<file path="src/rtl/clock_pkg.sv">
// Shared states, edit-field codes, 12-hour limits and wrap helpers for time_setter.
package clock_pkg;

    typedef enum logic [2:0] {
        ST_IDLE      = 3'd0,
        ST_EDIT_HOUR = 3'd1,
        ST_EDIT_MIN  = 3'd2,
        ST_EDIT_AMPM = 3'd3,
        ST_COMMIT    = 3'd4
    } state_t;

    localparam logic [1:0] FIELD_NONE = 2'd0;
    localparam logic [1:0] FIELD_HOUR = 2'd1;
    localparam logic [1:0] FIELD_MIN  = 2'd2;
    localparam logic [1:0] FIELD_AMPM = 2'd3;

    localparam logic [3:0] HOUR_MIN = 4'd1;
    localparam logic [3:0] HOUR_MAX = 4'd12;
    localparam logic [5:0] MIN_MAX  = 6'd59;
    localparam logic       AM       = 1'b0;
    localparam logic       PM       = 1'b1;

    // Out-of-range inputs fall onto the nearest wrap point instead of drifting.
    function automatic logic [3:0] hour_step(input logic [3:0] h, input logic up);
        if (up) return (h >= HOUR_MAX) ? HOUR_MIN : h + 4'd1;
        else    return (h <= HOUR_MIN) ? HOUR_MAX : h - 4'd1;
    endfunction

    function automatic logic [5:0] min_step(input logic [5:0] m, input logic up);
        if (up) return (m >= MIN_MAX) ? 6'd0 : m + 6'd1;
        else    return (m == 6'd0 || m > MIN_MAX) ? MIN_MAX : m - 6'd1;
    endfunction

endpackage

</file>
<file path="src/rtl/time_setter_if.sv">
// Bus between time_setter (master) and the clock core (slave).
// Commit protocol: set_hour/set_minute/set_am_pm are valid one cycle before and during
// the single-cycle set_time pulse; there is no back-pressure. alarm_* are held levels.
interface time_setter_if;
    logic [3:0] hours;
    logic [5:0] minutes;
    logic       am_pm;
    logic       set_time;
    logic [3:0] set_hour;
    logic [5:0] set_minute;
    logic       set_am_pm;
    logic [3:0] alarm_hour;
    logic [5:0] alarm_minute;
    logic       alarm_am_pm;

    modport master (
        input  hours, minutes, am_pm,
        output set_time, set_hour, set_minute, set_am_pm,
        output alarm_hour, alarm_minute, alarm_am_pm
    );

    modport slave (
        output hours, minutes, am_pm,
        input  set_time, set_hour, set_minute, set_am_pm,
        input  alarm_hour, alarm_minute, alarm_am_pm
    );
endinterface

</file>
<file path="src/rtl/time_setter_btn_edge_repeat.sv">
// Button edge detector with hold counter: pulse_o fires on the rising edge and then
// every cycle once the button has been held for REPEAT_DELAY further cycles.
module btn_edge_repeat #(
    parameter int unsigned REPEAT_DELAY = 2
) (
    input  logic clk_i,
    input  logic rst_i,
    input  logic btn_i,
    output logic edge_o,
    output logic pulse_o
);
    localparam int unsigned   CW    = $clog2(REPEAT_DELAY + 2);
    localparam logic [CW-1:0] DELAY = CW'(REPEAT_DELAY);

    logic          prev_q;
    logic [CW-1:0] cnt_q, cnt_d;

    always_comb begin
        edge_o = btn_i & ~prev_q;
        cnt_d  = cnt_q;
        if (!btn_i || edge_o) cnt_d = '0;
        else if (cnt_q < DELAY) cnt_d = cnt_q + CW'(1);
        pulse_o = edge_o | (btn_i & prev_q & (cnt_q == DELAY));
    end

    always_ff @(posedge clk_i) begin
        if (rst_i) begin
            prev_q <= 1'b0;
            cnt_q  <= '0;
        end else begin
            prev_q <= btn_i;
            cnt_q  <= cnt_d;
        end
    end
endmodule

</file>
<file path="src/rtl/time_setter.sv">
// Front-panel time/alarm editor driving the clock core's set-time and alarm inputs.
// Optional decrement button is enabled by defining TIMESET_DEC_EN.
module time_setter
    import clock_pkg::*;
#(
    parameter int unsigned REPEAT_DELAY = 2,
    parameter int unsigned TIMEOUT      = 10
) (
    input  logic          clock_sec,
    input  logic          reset,
    input  logic          btn_mode,
    input  logic          btn_inc,
`ifdef TIMESET_DEC_EN
    input  logic          btn_dec,
`endif
    input  logic          btn_confirm,
    input  logic          btn_cancel,
    input  logic          alarm_sel,
    time_setter_if.master core,
    output logic          editing,
    output logic [1:0]    edit_field,
    output state_t        dbg_state_o
);
    localparam int unsigned   IW        = $clog2(TIMEOUT + 1);
    localparam logic [IW-1:0] IDLE_LAST = IW'(TIMEOUT - 1);

    state_t        state_q, state_d;
    logic          target_q, target_d;
    logic [3:0]    wh_q, wh_d;
    logic [5:0]    wm_q, wm_d;
    logic          wa_q, wa_d;
    logic [IW-1:0] idle_q, idle_d;
    logic          set_time_q, set_time_d;
    logic [3:0]    set_hour_q, set_hour_d;
    logic [5:0]    set_min_q, set_min_d;
    logic          set_ampm_q, set_ampm_d;
    logic [3:0]    al_hour_q, al_hour_d;
    logic [5:0]    al_min_q, al_min_d;
    logic          al_ampm_q, al_ampm_d;
    logic          mode_prev_q, conf_prev_q, cancel_prev_q;

    logic mode_ev, conf_ev, cancel_ev, any_ev;
    logic inc_edge, inc_pulse, step_up, step_dn;

    btn_edge_repeat #(.REPEAT_DELAY(REPEAT_DELAY)) u_inc (
        .clk_i(clock_sec), .rst_i(reset), .btn_i(btn_inc),
        .edge_o(inc_edge), .pulse_o(inc_pulse)
    );

`ifdef TIMESET_DEC_EN
    logic dec_edge, dec_pulse;
    btn_edge_repeat #(.REPEAT_DELAY(REPEAT_DELAY)) u_dec (
        .clk_i(clock_sec), .rst_i(reset), .btn_i(btn_dec),
        .edge_o(dec_edge), .pulse_o(dec_pulse)
    );
    // Simultaneous inc and dec steps cancel out.
    assign step_up = inc_pulse & ~dec_pulse;
    assign step_dn = dec_pulse & ~inc_pulse;
    assign any_ev  = mode_ev | conf_ev | cancel_ev | inc_edge | dec_edge;
`else
    assign step_up = inc_pulse;
    assign step_dn = 1'b0;
    assign any_ev  = mode_ev | conf_ev | cancel_ev | inc_edge;
`endif

    assign mode_ev   = btn_mode    & ~mode_prev_q;
    assign conf_ev   = btn_confirm & ~conf_prev_q;
    assign cancel_ev = btn_cancel  & ~cancel_prev_q;

    always_comb begin
        state_d    = state_q;
        target_d   = target_q;
        wh_d       = wh_q;
        wm_d       = wm_q;
        wa_d       = wa_q;
        idle_d     = idle_q;
        set_time_d = 1'b0;
        set_hour_d = set_hour_q;
        set_min_d  = set_min_q;
        set_ampm_d = set_ampm_q;
        al_hour_d  = al_hour_q;
        al_min_d   = al_min_q;
        al_ampm_d  = al_ampm_q;

        case (state_q)
            ST_IDLE: begin
                idle_d = '0;
                if (mode_ev) begin
                    target_d = alarm_sel;
                    wh_d     = alarm_sel ? al_hour_q : core.hours;
                    wm_d     = alarm_sel ? al_min_q  : core.minutes;
                    wa_d     = alarm_sel ? al_ampm_q : core.am_pm;
                    state_d  = ST_EDIT_HOUR;
                end
            end
            ST_EDIT_HOUR, ST_EDIT_MIN, ST_EDIT_AMPM: begin
                idle_d = any_ev ? '0 : idle_q + IW'(1);
                if (cancel_ev) begin
                    state_d = ST_IDLE;
                end else if (conf_ev) begin
                    if (target_q) begin
                        al_hour_d = wh_q;
                        al_min_d  = wm_q;
                        al_ampm_d = wa_q;
                    end else begin
                        set_hour_d = wh_q;
                        set_min_d  = wm_q;
                        set_ampm_d = wa_q;
                    end
                    state_d = ST_COMMIT;
                end else if (mode_ev) begin
                    case (state_q)
                        ST_EDIT_HOUR: state_d = ST_EDIT_MIN;
                        ST_EDIT_MIN:  state_d = ST_EDIT_AMPM;
                        default:      state_d = ST_EDIT_HOUR;
                    endcase
                end else if (!any_ev && idle_q == IDLE_LAST) begin
                    state_d = ST_IDLE;
                end else if (step_up || step_dn) begin
                    case (state_q)
                        ST_EDIT_HOUR: wh_d = hour_step(wh_q, step_up);
                        ST_EDIT_MIN:  wm_d = min_step(wm_q, step_up);
                        default:      wa_d = ~wa_q;
                    endcase
                end
            end
            ST_COMMIT: begin
                // set_* were loaded on entry, so the pulse lands a cycle after them.
                set_time_d = ~target_q;
                state_d    = ST_IDLE;
            end
            default: state_d = ST_IDLE;
        endcase
    end

    always_ff @(posedge clock_sec) begin
        if (reset) begin
            state_q       <= ST_IDLE;
            target_q      <= 1'b0;
            wh_q          <= HOUR_MAX;
            wm_q          <= 6'd0;
            wa_q          <= AM;
            idle_q        <= '0;
            set_time_q    <= 1'b0;
            set_hour_q    <= HOUR_MAX;
            set_min_q     <= 6'd0;
            set_ampm_q    <= AM;
            al_hour_q     <= HOUR_MAX;
            al_min_q      <= 6'd0;
            al_ampm_q     <= AM;
            mode_prev_q   <= 1'b0;
            conf_prev_q   <= 1'b0;
            cancel_prev_q <= 1'b0;
        end else begin
            state_q       <= state_d;
            target_q      <= target_d;
            wh_q          <= wh_d;
            wm_q          <= wm_d;
            wa_q          <= wa_d;
            idle_q        <= idle_d;
            set_time_q    <= set_time_d;
            set_hour_q    <= set_hour_d;
            set_min_q     <= set_min_d;
            set_ampm_q    <= set_ampm_d;
            al_hour_q     <= al_hour_d;
            al_min_q      <= al_min_d;
            al_ampm_q     <= al_ampm_d;
            mode_prev_q   <= btn_mode;
            conf_prev_q   <= btn_confirm;
            cancel_prev_q <= btn_cancel;
        end
    end

    always_comb begin
        case (state_q)
            ST_EDIT_HOUR: edit_field = FIELD_HOUR;
            ST_EDIT_MIN:  edit_field = FIELD_MIN;
            ST_EDIT_AMPM: edit_field = FIELD_AMPM;
            default:      edit_field = FIELD_NONE;
        endcase
    end

    assign editing           = (state_q != ST_IDLE);
    assign dbg_state_o       = state_q;
    assign core.set_time     = set_time_q;
    assign core.set_hour     = set_hour_q;
    assign core.set_minute   = set_min_q;
    assign core.set_am_pm    = set_ampm_q;
    assign core.alarm_hour   = al_hour_q;
    assign core.alarm_minute = al_min_q;
    assign core.alarm_am_pm  = al_ampm_q;
endmodule

</file>
<file path="src/flat_wrapper.sv">
// flat-port wrapper written by rule: the top's interface ports become plain ports
module time_setter_flat import clock_pkg::*;
#(
    parameter int unsigned REPEAT_DELAY = 2,
    parameter int unsigned TIMEOUT      = 10
)
  (clock_sec, reset, btn_mode, btn_inc, btn_confirm, btn_cancel, alarm_sel, editing, edit_field, dbg_state_o, core_hours, core_minutes, core_am_pm, core_set_time, core_set_hour, core_set_minute, core_set_am_pm, core_alarm_hour, core_alarm_minute, core_alarm_am_pm);
  time_setter_if core_i ();
  input  logic clock_sec;
  input  logic reset;
  input  logic btn_mode;
  input  logic btn_inc;
  input  logic btn_confirm;
  input  logic btn_cancel;
  input  logic alarm_sel;
  output logic editing;
  output logic [1:0] edit_field;
  output state_t dbg_state_o;
  input wire logic [$bits(core_i.hours)-1:0] core_hours;
  input wire logic [$bits(core_i.minutes)-1:0] core_minutes;
  input wire logic [$bits(core_i.am_pm)-1:0] core_am_pm;
  output wire logic [$bits(core_i.set_time)-1:0] core_set_time;
  output wire logic [$bits(core_i.set_hour)-1:0] core_set_hour;
  output wire logic [$bits(core_i.set_minute)-1:0] core_set_minute;
  output wire logic [$bits(core_i.set_am_pm)-1:0] core_set_am_pm;
  output wire logic [$bits(core_i.alarm_hour)-1:0] core_alarm_hour;
  output wire logic [$bits(core_i.alarm_minute)-1:0] core_alarm_minute;
  output wire logic [$bits(core_i.alarm_am_pm)-1:0] core_alarm_am_pm;
  assign core_i.hours = core_hours;
  assign core_i.minutes = core_minutes;
  assign core_i.am_pm = core_am_pm;
  assign core_set_time = core_i.set_time;
  assign core_set_hour = core_i.set_hour;
  assign core_set_minute = core_i.set_minute;
  assign core_set_am_pm = core_i.set_am_pm;
  assign core_alarm_hour = core_i.alarm_hour;
  assign core_alarm_minute = core_i.alarm_minute;
  assign core_alarm_am_pm = core_i.alarm_am_pm;
  time_setter #(.REPEAT_DELAY(REPEAT_DELAY), .TIMEOUT(TIMEOUT)) u_core (.clock_sec(clock_sec), .reset(reset), .btn_mode(btn_mode), .btn_inc(btn_inc), .btn_confirm(btn_confirm), .btn_cancel(btn_cancel), .alarm_sel(alarm_sel), .core(core_i), .editing(editing), .edit_field(edit_field), .dbg_state_o(dbg_state_o));
endmodule
</file>
<file path="config.mk">
export PLATFORM = sky130hd
export DESIGN_NAME = time_setter_flat
export DESIGN_NICKNAME = d
export VERILOG_FILES = /design/src/rtl/clock_pkg.sv /design/src/rtl/time_setter_if.sv /design/src/rtl/time_setter_btn_edge_repeat.sv /design/src/rtl/time_setter.sv /design/src/flat_wrapper.sv
export SDC_FILE = /design/constraint.sdc
export NUM_CORES = 1
export LEC_CHECK = 0
export BUFFER_PORTS_ARGS = -buffer_cell sky130_fd_sc_hd__buf_4
export CORE_MARGIN = 4
export CORE_UTILIZATION = 55
export CTS_CLUSTER_SIZE = 25
export DETAILED_ROUTE_END_ITERATION = 7
export HOLD_SLACK_MARGIN = 0.12
export PLACE_DENSITY = 0.79
export SYNTH_ARGS = -nofsm -noshare
export SYNTH_HDL_FRONTEND = slang
export SYNTH_HIERARCHICAL = 1
export SYNTH_SLANG_ARGS = --single-unit
</file>
<file path="constraint.sdc">
create_clock -name clock_sec -period 2.3 [get_ports clock_sec]
set_input_delay 0.46 -clock clock_sec [delete_from_list [all_inputs] [get_ports clock_sec]]
set_output_delay 0.46 -clock clock_sec [all_outputs]
set_load 0.02 [all_outputs]
</file>
Word-level counts from Yosys, hierarchy flattened

Cells that the tools add are included.

Register bits: 48
Output and inout bits: 29

$add $sub $neg: 4
$lt $le $gt $ge: 3
Eq/ne operators: 16
Mux-type cells: 39
Bitwise logic cells: 18
Reductions and logical operators: 18

Operators by type and width:

| cell                                           | count |
|---|---|
| two-way mux 6 bit                              | 9 |
| two-way mux 4 bit                              | 10 |
| AND reduction 8 bit                            | 3 |
| one-hot mux 4 bit (2 select lines)             | 2 |
| two-way mux 3 bit                              | 5 |
| one-hot mux 6 bit (2 select lines)             | 1 |
| != test 2 bit (second input constant)          | 5 |
| adder 4 x 1 -> 4 bit (second input constant)   | 2 |
| two-way mux 1 bit                              | 8 |
| != test 2 x 1 -> 1 bit (second input constant) | 4 |
| NOT 1 bit                                      | 8 |
| AND reduction 4 bit                            | 2 |
| adder 6 x 1 -> 6 bit (second input constant)   | 1 |
| AND 1 bit                                      | 6 |
| == test 3 x 2 -> 1 bit (second input constant) | 2 |
| >= comparator 6 bit (second input constant)    | 1 |
| one-hot mux 2 bit (3 select lines)             | 1 |
| one-hot mux 3 bit (2 select lines)             | 1 |
| OR reduction 2 bit                             | 3 |
| != test 5 x 1 -> 1 bit (second input constant) | 1 |
| == test 4 bit (second input constant)          | 1 |
| >= comparator 4 bit (second input constant)    | 1 |
| bitwise OR 1 bit                               | 4 |
| one-hot mux 2 bit (2 select lines)             | 1 |
| 14 further kinds                               | 16 |

Longest topological paths before layout

Depth after elaboration: 12
Gate-level depth with buffers: 8

Hierarchy

The synthesis kept the hierarchy.

Modules (own cells, without submodules):

| module          | times used | cells each | area an instance (µm²) |
|---|---|---|---|
| time_setter     | 1          | 241        | 2364.8 |
| btn_edge_repeat | 1          | 14         | 131.4 |

Worst setup path after synthesis

No wires, ideal clock.

Kind: input -> register
From: in btn_inc
To: reg u_core.wa_q
Setup time: 70 ps
Arrival: 1767 ps
Data required time: 2230 ps
Path slack: 463 ps
Stages on the path: 6
Cells stage by stage: nor2b_1 > and4bb_2 > nor2_8 > a41oi_4 > a2111o_1 > a21oi_1

Word-level cells in the longest chain between the ends: 6
Elaborated cells between the ends (all ways): 10
Those cells by class: eq/ne (2); bitwise (5); reduce/logical (3)

RTL lines:

| element                           | line                              | RTL |
|---|---|---|
| start: declaration                | flat_wrapper.sv:12                | `input logic btn_inc;` |
| AND 1 bit                         | time_setter_btn_edge_repeat.sv:19 | `edge_o = btn_i & ~prev_q;` |
| bitwise OR 1 bit                  | time_setter.sv:63                 | `assign any_ev = mode_ev \| conf_ev \| cancel_ev \| inc_edge;` |
| zero test 1 bit                   | time_setter.sv:117                | `end else if (!any_ev && idle_q == IDLE_LAST) begin` |
| logical AND 1 bit                 | time_setter.sv:117                |  |
| != test 2 bit (no line)           | --                                |  |
| AND reduction 8 bit (no line) (*) | --                                |  |
| end signal: assignment            | time_setter.sv:159                | `wa_q <= wa_d;` |
| end: declaration                  | time_setter.sv:31                 | `logic wa_q, wa_d;` |

Mark *: on every way between the ends. The rest lies on a longest branch, timed or not.
A chain may end at the register's enable or synchronous reset.

Worst setup path in the final report

From: reg u_core.state_q[1], in the netlist u_core/dbg_state_o[1]
To: reg u_core.wm_q[0]

Word-level cells in the longest chain between the ends: 4
Elaborated cells between the ends (all ways): 15
Those cells by class: eq/ne (10); mux (1); reduce/logical (4)

RTL lines:

| element                                                  | line               | RTL |
|---|---|---|
| start: declaration                                       | time_setter.sv:27  | `state_t state_q, state_d;` |
| start signal: assignment                                 | time_setter.sv:155 | `state_q <= state_d;` |
| == test 3 x 1 -> 1 bit (tied with other cells)           | time_setter.sv:85  | `case (state_q)` |
| OR reduction 3 bit                                       | time_setter.sv:85  |  |
| != test 2 x 1 -> 1 bit (no line) (tied with other cells) | --                 |  |
| AND reduction 8 bit (no line)                            | --                 |  |
| end signal: assignment                                   | time_setter.sv:158 | `wm_q <= wm_d;` |
| end: declaration                                         | time_setter.sv:30  | `logic [5:0] wm_q, wm_d;` |

Parallel ways exist; a longest one is shown, timed or not.

==> flow_results.org <==
** Job
- The tool flagged a number of max-cap violations equal to 0.

** CTS
- CTS placed an instance of sky130_fd_sc_hd__clkbuf_8 at the clock tree root.
- Count of instances resized after the clock tree is built :: 0
- Clock tree from TritonCTS :: yes
- For the worst-skew pair, the clock arrives at the later sink with an insertion delay of 0.30 ns.
- After clock tree synthesis, the clock-pin slew on the worst setup and hold paths is 0.09 ns.
- Clock sink count :: 48
- Total of hold buffers inserted after clock tree synthesis :: 0
- In this run the number of H-tree levels came out at 2.
- TritonCTS created 5 clock buffers.
- In this run the deepest clock path goes through 2 buffers.
- Postcts setup bufs :: 0

** Synthesis
- Post-synthesis instance total :: 255
- Number of warnings issued by yosys :: 6
- After synthesis the netlist holds a flip-flop and latch count of 48.
- Number of distinct standard cells referenced by the synthesized netlist :: 60
- Net count after synthesis :: 278
- Combinational family with the most area after synthesis :: simple AND/OR/NAND/NOR gates
- Of the total synthesized cell area, the portion taken by full adders, half adders and majority gates is 0.02506.
- Synth Area in Compound Gates :: 0.1704
- Each instance of the synthesized netlist takes up on average 9.789 um2.
- Number of enable-type register cells in the synthesized netlist :: 0
- Multiplexer fraction of the synthesized cell area :: 0.1248
- XOR/XNOR Fraction of Synth Area :: 0.007018
- Primary flip-flop cell chosen by synthesis mapping :: sky130_fd_sc_hd__dfxtp_1
- Area of the mapped netlist :: 0.002496 mm2
- The share of the Yosys chip area taken by registers is 0.3850.
- Basic-gate share of the synthesized area counting and, or, nand and nor cells :: 0.2175
- FFs w/ async S/R, synth :: 0

** Placement
- Post-DP HPWL :: 3.601 mm
- Port Buf Inserts :: 46
- The congestion estimate from routability-driven global placement came to 0.7788.
- Cell Area, Placed :: 0.002803 mm2

** Setup path
- Measured in cells, the most critical reg-to-reg path has a length of 5.
- Crit path required time :: 2.54 ns
- The worst setup path is launched from a flip-flop.
- Register-to-register path setup slack :: 0.34 ns
- The critical path is of the reg2reg type.
- The worst setup path is captured at a flip-flop.
- Along the worst path, the maximum fanout reaches 13.
- Crit path arrival time :: 2.20 ns
- Beginning of the worst register-to-register path :: u_core/dbg_state_o[1]$_SDFFE_PP0P_
- Critical register-to-register path endpoint :: u_core/wm_q[0]$_SDFFE_PP0P_

** Power
- Worst-case vdd ir drop :: 0.5249 mV
- For this design the static power due to leakage is 1.221 nW.
- Power spread over the standard cell area amounts to 637.3 mW/mm2.
- Total power for the finished layout comes to 1.846 mW.

** Detailed routing
- Routed metal-1 wirelength :: 2.266 mm
- Summed over all nets, wire length on met2 after detailed routing comes to 2.539 mm.
- Topmost layer with routed signal wires :: met4
- Per-cell routed wire length :: 14.84 um
- Vias per cell :: 5.642
- Sum of met3 wire segment lengths after detailed routing :: 304 um
- Before antenna repair, the detailed router went through 4 iterations.
- Number of DRC violations after detailed-routing iteration 0 :: 170
- Vias post-DR :: 1,969
- Post-route DRC :: 0
- The detail route stage leaves a number of antenna-violating nets equal to 0.
- Routed Wire Length :: 5.180 mm

** Layout
- Compared with the post-synthesis result, the final layout area differs by 16.04%.
- Final core area utilization :: 0.6607
- In the final layout, the share of cells above drive strength 1 is 0.2559.
- The layout has 342 filler cells.
- The library cells used most frequently in the layout, excluding fill and tap cells, are sky130_fd_sc_hd__buf_4, sky130_fd_sc_hd__dfxtp_1, sky130_fd_sc_hd__nor2_1.
- Antenna Diode Count :: 0
- Leading cell type in the layout, fill and taps excluded :: sky130_fd_sc_hd__buf_4
- Final Cell Area :: 0.002897 mm2
- Final net count :: 319

** STA
- Timing would allow up to 509.8 MHz.
- Setup total negative slack on the finished layout was measured at 0 ns.
- At the pin with the least slew margin, the transition time is 0.5604 ns.
- Setup repair after global routing left no endpoint under its margin.
- Setup violations remaining at the end of the flow were counted as 0.
- Final slew viol count :: 0
- Tmin final :: 1.961 ns
- Worst Skew :: 0.005419 ns
- The number of failing hold endpoints at the final stage came to 0.
- Headroom to the max-slew limit came out at 0.6254.
- Part of the cycle the worst path needs :: 0.8528

** Outcome
- The flow ran to the end, and the final reports show no timing, DRC or antenna violations.

** Global routing
- The first global-routing pass estimated 8.342 mm of wire.
- The total overflow left after global routing is 0.
- Global-route total usage across every layer :: 0.1925
- Vias in the first global route :: 1,839
- Number of antenna violations at the first check in global routing :: 0
- Largest net degree at the start of global routing :: 49

** Floorplan
- Row generation in the floorplan step produced 24 rows.
- Number of top-level design ports :: 47
- Vertical die dimension :: 75.37 um
- Die Span X :: 75.37 um
- Initial standard-cell utilization of the core :: 0.5693
- After floorplanning, the core was sized to cover 0.004384 mm2.
- Die area :: 0.005680 mm2

** Min path
- Along the worst hold path, the cell count comes to 2.
- Hold Crit Class :: in2reg
- Capture endpoint of the worst hold path :: u_core/cancel_prev_q$_SDFF_PP0_
- The startpoint identified for the worst hold timing path is btn_cancel.
[routing by layer]
layer  vias to the layer above  GRT usage
met5                         -          0
met4                         0    0.06990
met3                         6    0.04485
met2                        58     0.3164
met1                       918     0.2471
li1                        987          -
[cell usage after synthesis (2+ instances only)]
cell type                  number  share of area
sky130_fd_sc_hd__dfxtp_1       48           0.38
sky130_fd_sc_hd__nor2_1        32          0.048
sky130_fd_sc_hd__mux2i_1       30           0.12
sky130_fd_sc_hd__nor2b_1       13          0.033
sky130_fd_sc_hd__a21oi_1       12          0.024
sky130_fd_sc_hd__nand2_1       11          0.017
sky130_fd_sc_hd__inv_1          9          0.014
sky130_fd_sc_hd__a211o_1        7          0.025
sky130_fd_sc_hd__buf_6          7          0.032
sky130_fd_sc_hd__nand3_1        6          0.012
sky130_fd_sc_hd__a211oi_1       5          0.015
sky130_fd_sc_hd__ha_1           5          0.025
sky130_fd_sc_hd__nor3_1         5          0.010
sky130_fd_sc_hd__clkbuf_1       4         0.0060
sky130_fd_sc_hd__a311oi_1       3          0.011
sky130_fd_sc_hd__and2b_2        3          0.011
sky130_fd_sc_hd__o21ai_0        3         0.0060
sky130_fd_sc_hd__a31oi_4        2          0.017
sky130_fd_sc_hd__and3_1         2         0.0050
sky130_fd_sc_hd__buf_2          2         0.0040
sky130_fd_sc_hd__buf_4          2         0.0060
sky130_fd_sc_hd__nand2b_1       2         0.0050
sky130_fd_sc_hd__nor2b_2        2         0.0070
sky130_fd_sc_hd__nor3b_1        2         0.0060
sky130_fd_sc_hd__o21ai_1        2         0.0040
sky130_fd_sc_hd__o22ai_1        2         0.0050
[report_power, final]
group | leakage [nW] | total, mW | switching, mW | internal [mW]
Sequential | 0.390 | 0.924 | 0.0569 | 0.867
Combinational | 0.787 | 0.400 | 0.224 | 0.176
Clock | 0.0445 | 0.523 | 0.278 | 0.245
[per-stage QoR]
| step | instances | hold slack (ns) | worst slack, ns |
|---|---|---|---|
| after detailed placement | 341 | 0.4810 | 0.2799 |
| after global routing | 349 | 0.3767 | 0.1604 |
| after floorplan | 255 | 0.4428 | 0.4625 |
| after global placement | 341 | 0.4647 | 0.3221 |
| after CTS | 349 | 0.3780 | 0.3611 |
| final | 349 | 0.3781 | 0.3385 |
[how the worst max path moves through the flow]
stage / cells after the start / to / from
final: 5 / u_core/wm_q[0]$_SDFFE_PP0P_ / u_core/dbg_state_o[1]$_SDFFE_PP0P_
after global routing: 5 / u_core/wm_q[0]$_SDFFE_PP0P_ / u_core/dbg_state_o[1]$_SDFFE_PP0P_
after CTS: 5 / u_core/wm_q[0]$_SDFFE_PP0P_ / u_core/dbg_state_o[1]$_SDFFE_PP0P_
after detailed placement: 7 / u_core/wa_q$_SDFFE_PP0P_ / btn_inc
after global placement: 7 / u_core/wa_q$_SDFFE_PP0P_ / btn_inc
after floorplan: 6 / u_core/wa_q$_SDFFE_PP0P_ / btn_inc
[critical path: stages, from the launching register on]
cell and delay, ns:
sky130_fd_sc_hd__dfxtp_1 0.62, sky130_fd_sc_hd__o21ba_1 0.53, sky130_fd_sc_hd__o21ai_0 0.29, sky130_fd_sc_hd__o22ai_1 0.25
sky130_fd_sc_hd__mux2i_1 0.11, sky130_fd_sc_hd__nor2_1 0.09
[cell families (layout without fill, tap and decap cells)]
logic type | count (synthesis) | in the layout
simple gates | 92 | 92
compound gates | 51 | 51
flops | 48 | 48
mux | 31 | 31
buf+inv | 26 | 68
fa+ha+maj | 5 | 5
xor+xnor | 2 | 2
[registers in the layout, summed over array words and instances, names as in the netlist]
signal                    count
u_core/core.alarm_am_pm       1
u_core/wh_q                   4
u_core/core.set_am_pm         1
u_core/target_q               1
u_core/core.set_time          1
u_core/wa_q                   1
u_core/idle_q                 4
u_core/dbg_state_o            3
u_core/u_inc/cnt_q            2
u_core/core.set_minute        6
u_core/core.alarm_minute      6
u_core/mode_prev_q            1
u_core/core.set_hour          4
u_core/cancel_prev_q          1
u_core/u_inc/prev_q           1
u_core/conf_prev_q            1
u_core/wm_q                   6
u_core/core.alarm_hour        4
[cell type report]
cell class | instances | area, um2 | share of cell area
multi-input cells | 181 | 1360 | 0.4695
clock buffers | 7 | 86.33 | 0.02981
flip-flops and latches | 48 | 960.9 | 0.3317
well taps | 52 | 65.06 | 0.02246
inverters | 9 | 33.78 | 0.01166
repair buffers | 51 | 382.9 | 0.1322
clock inverters | 1 | 7.507 | 0.002592
Note: power is estimated with default switching activity, not from simulation.
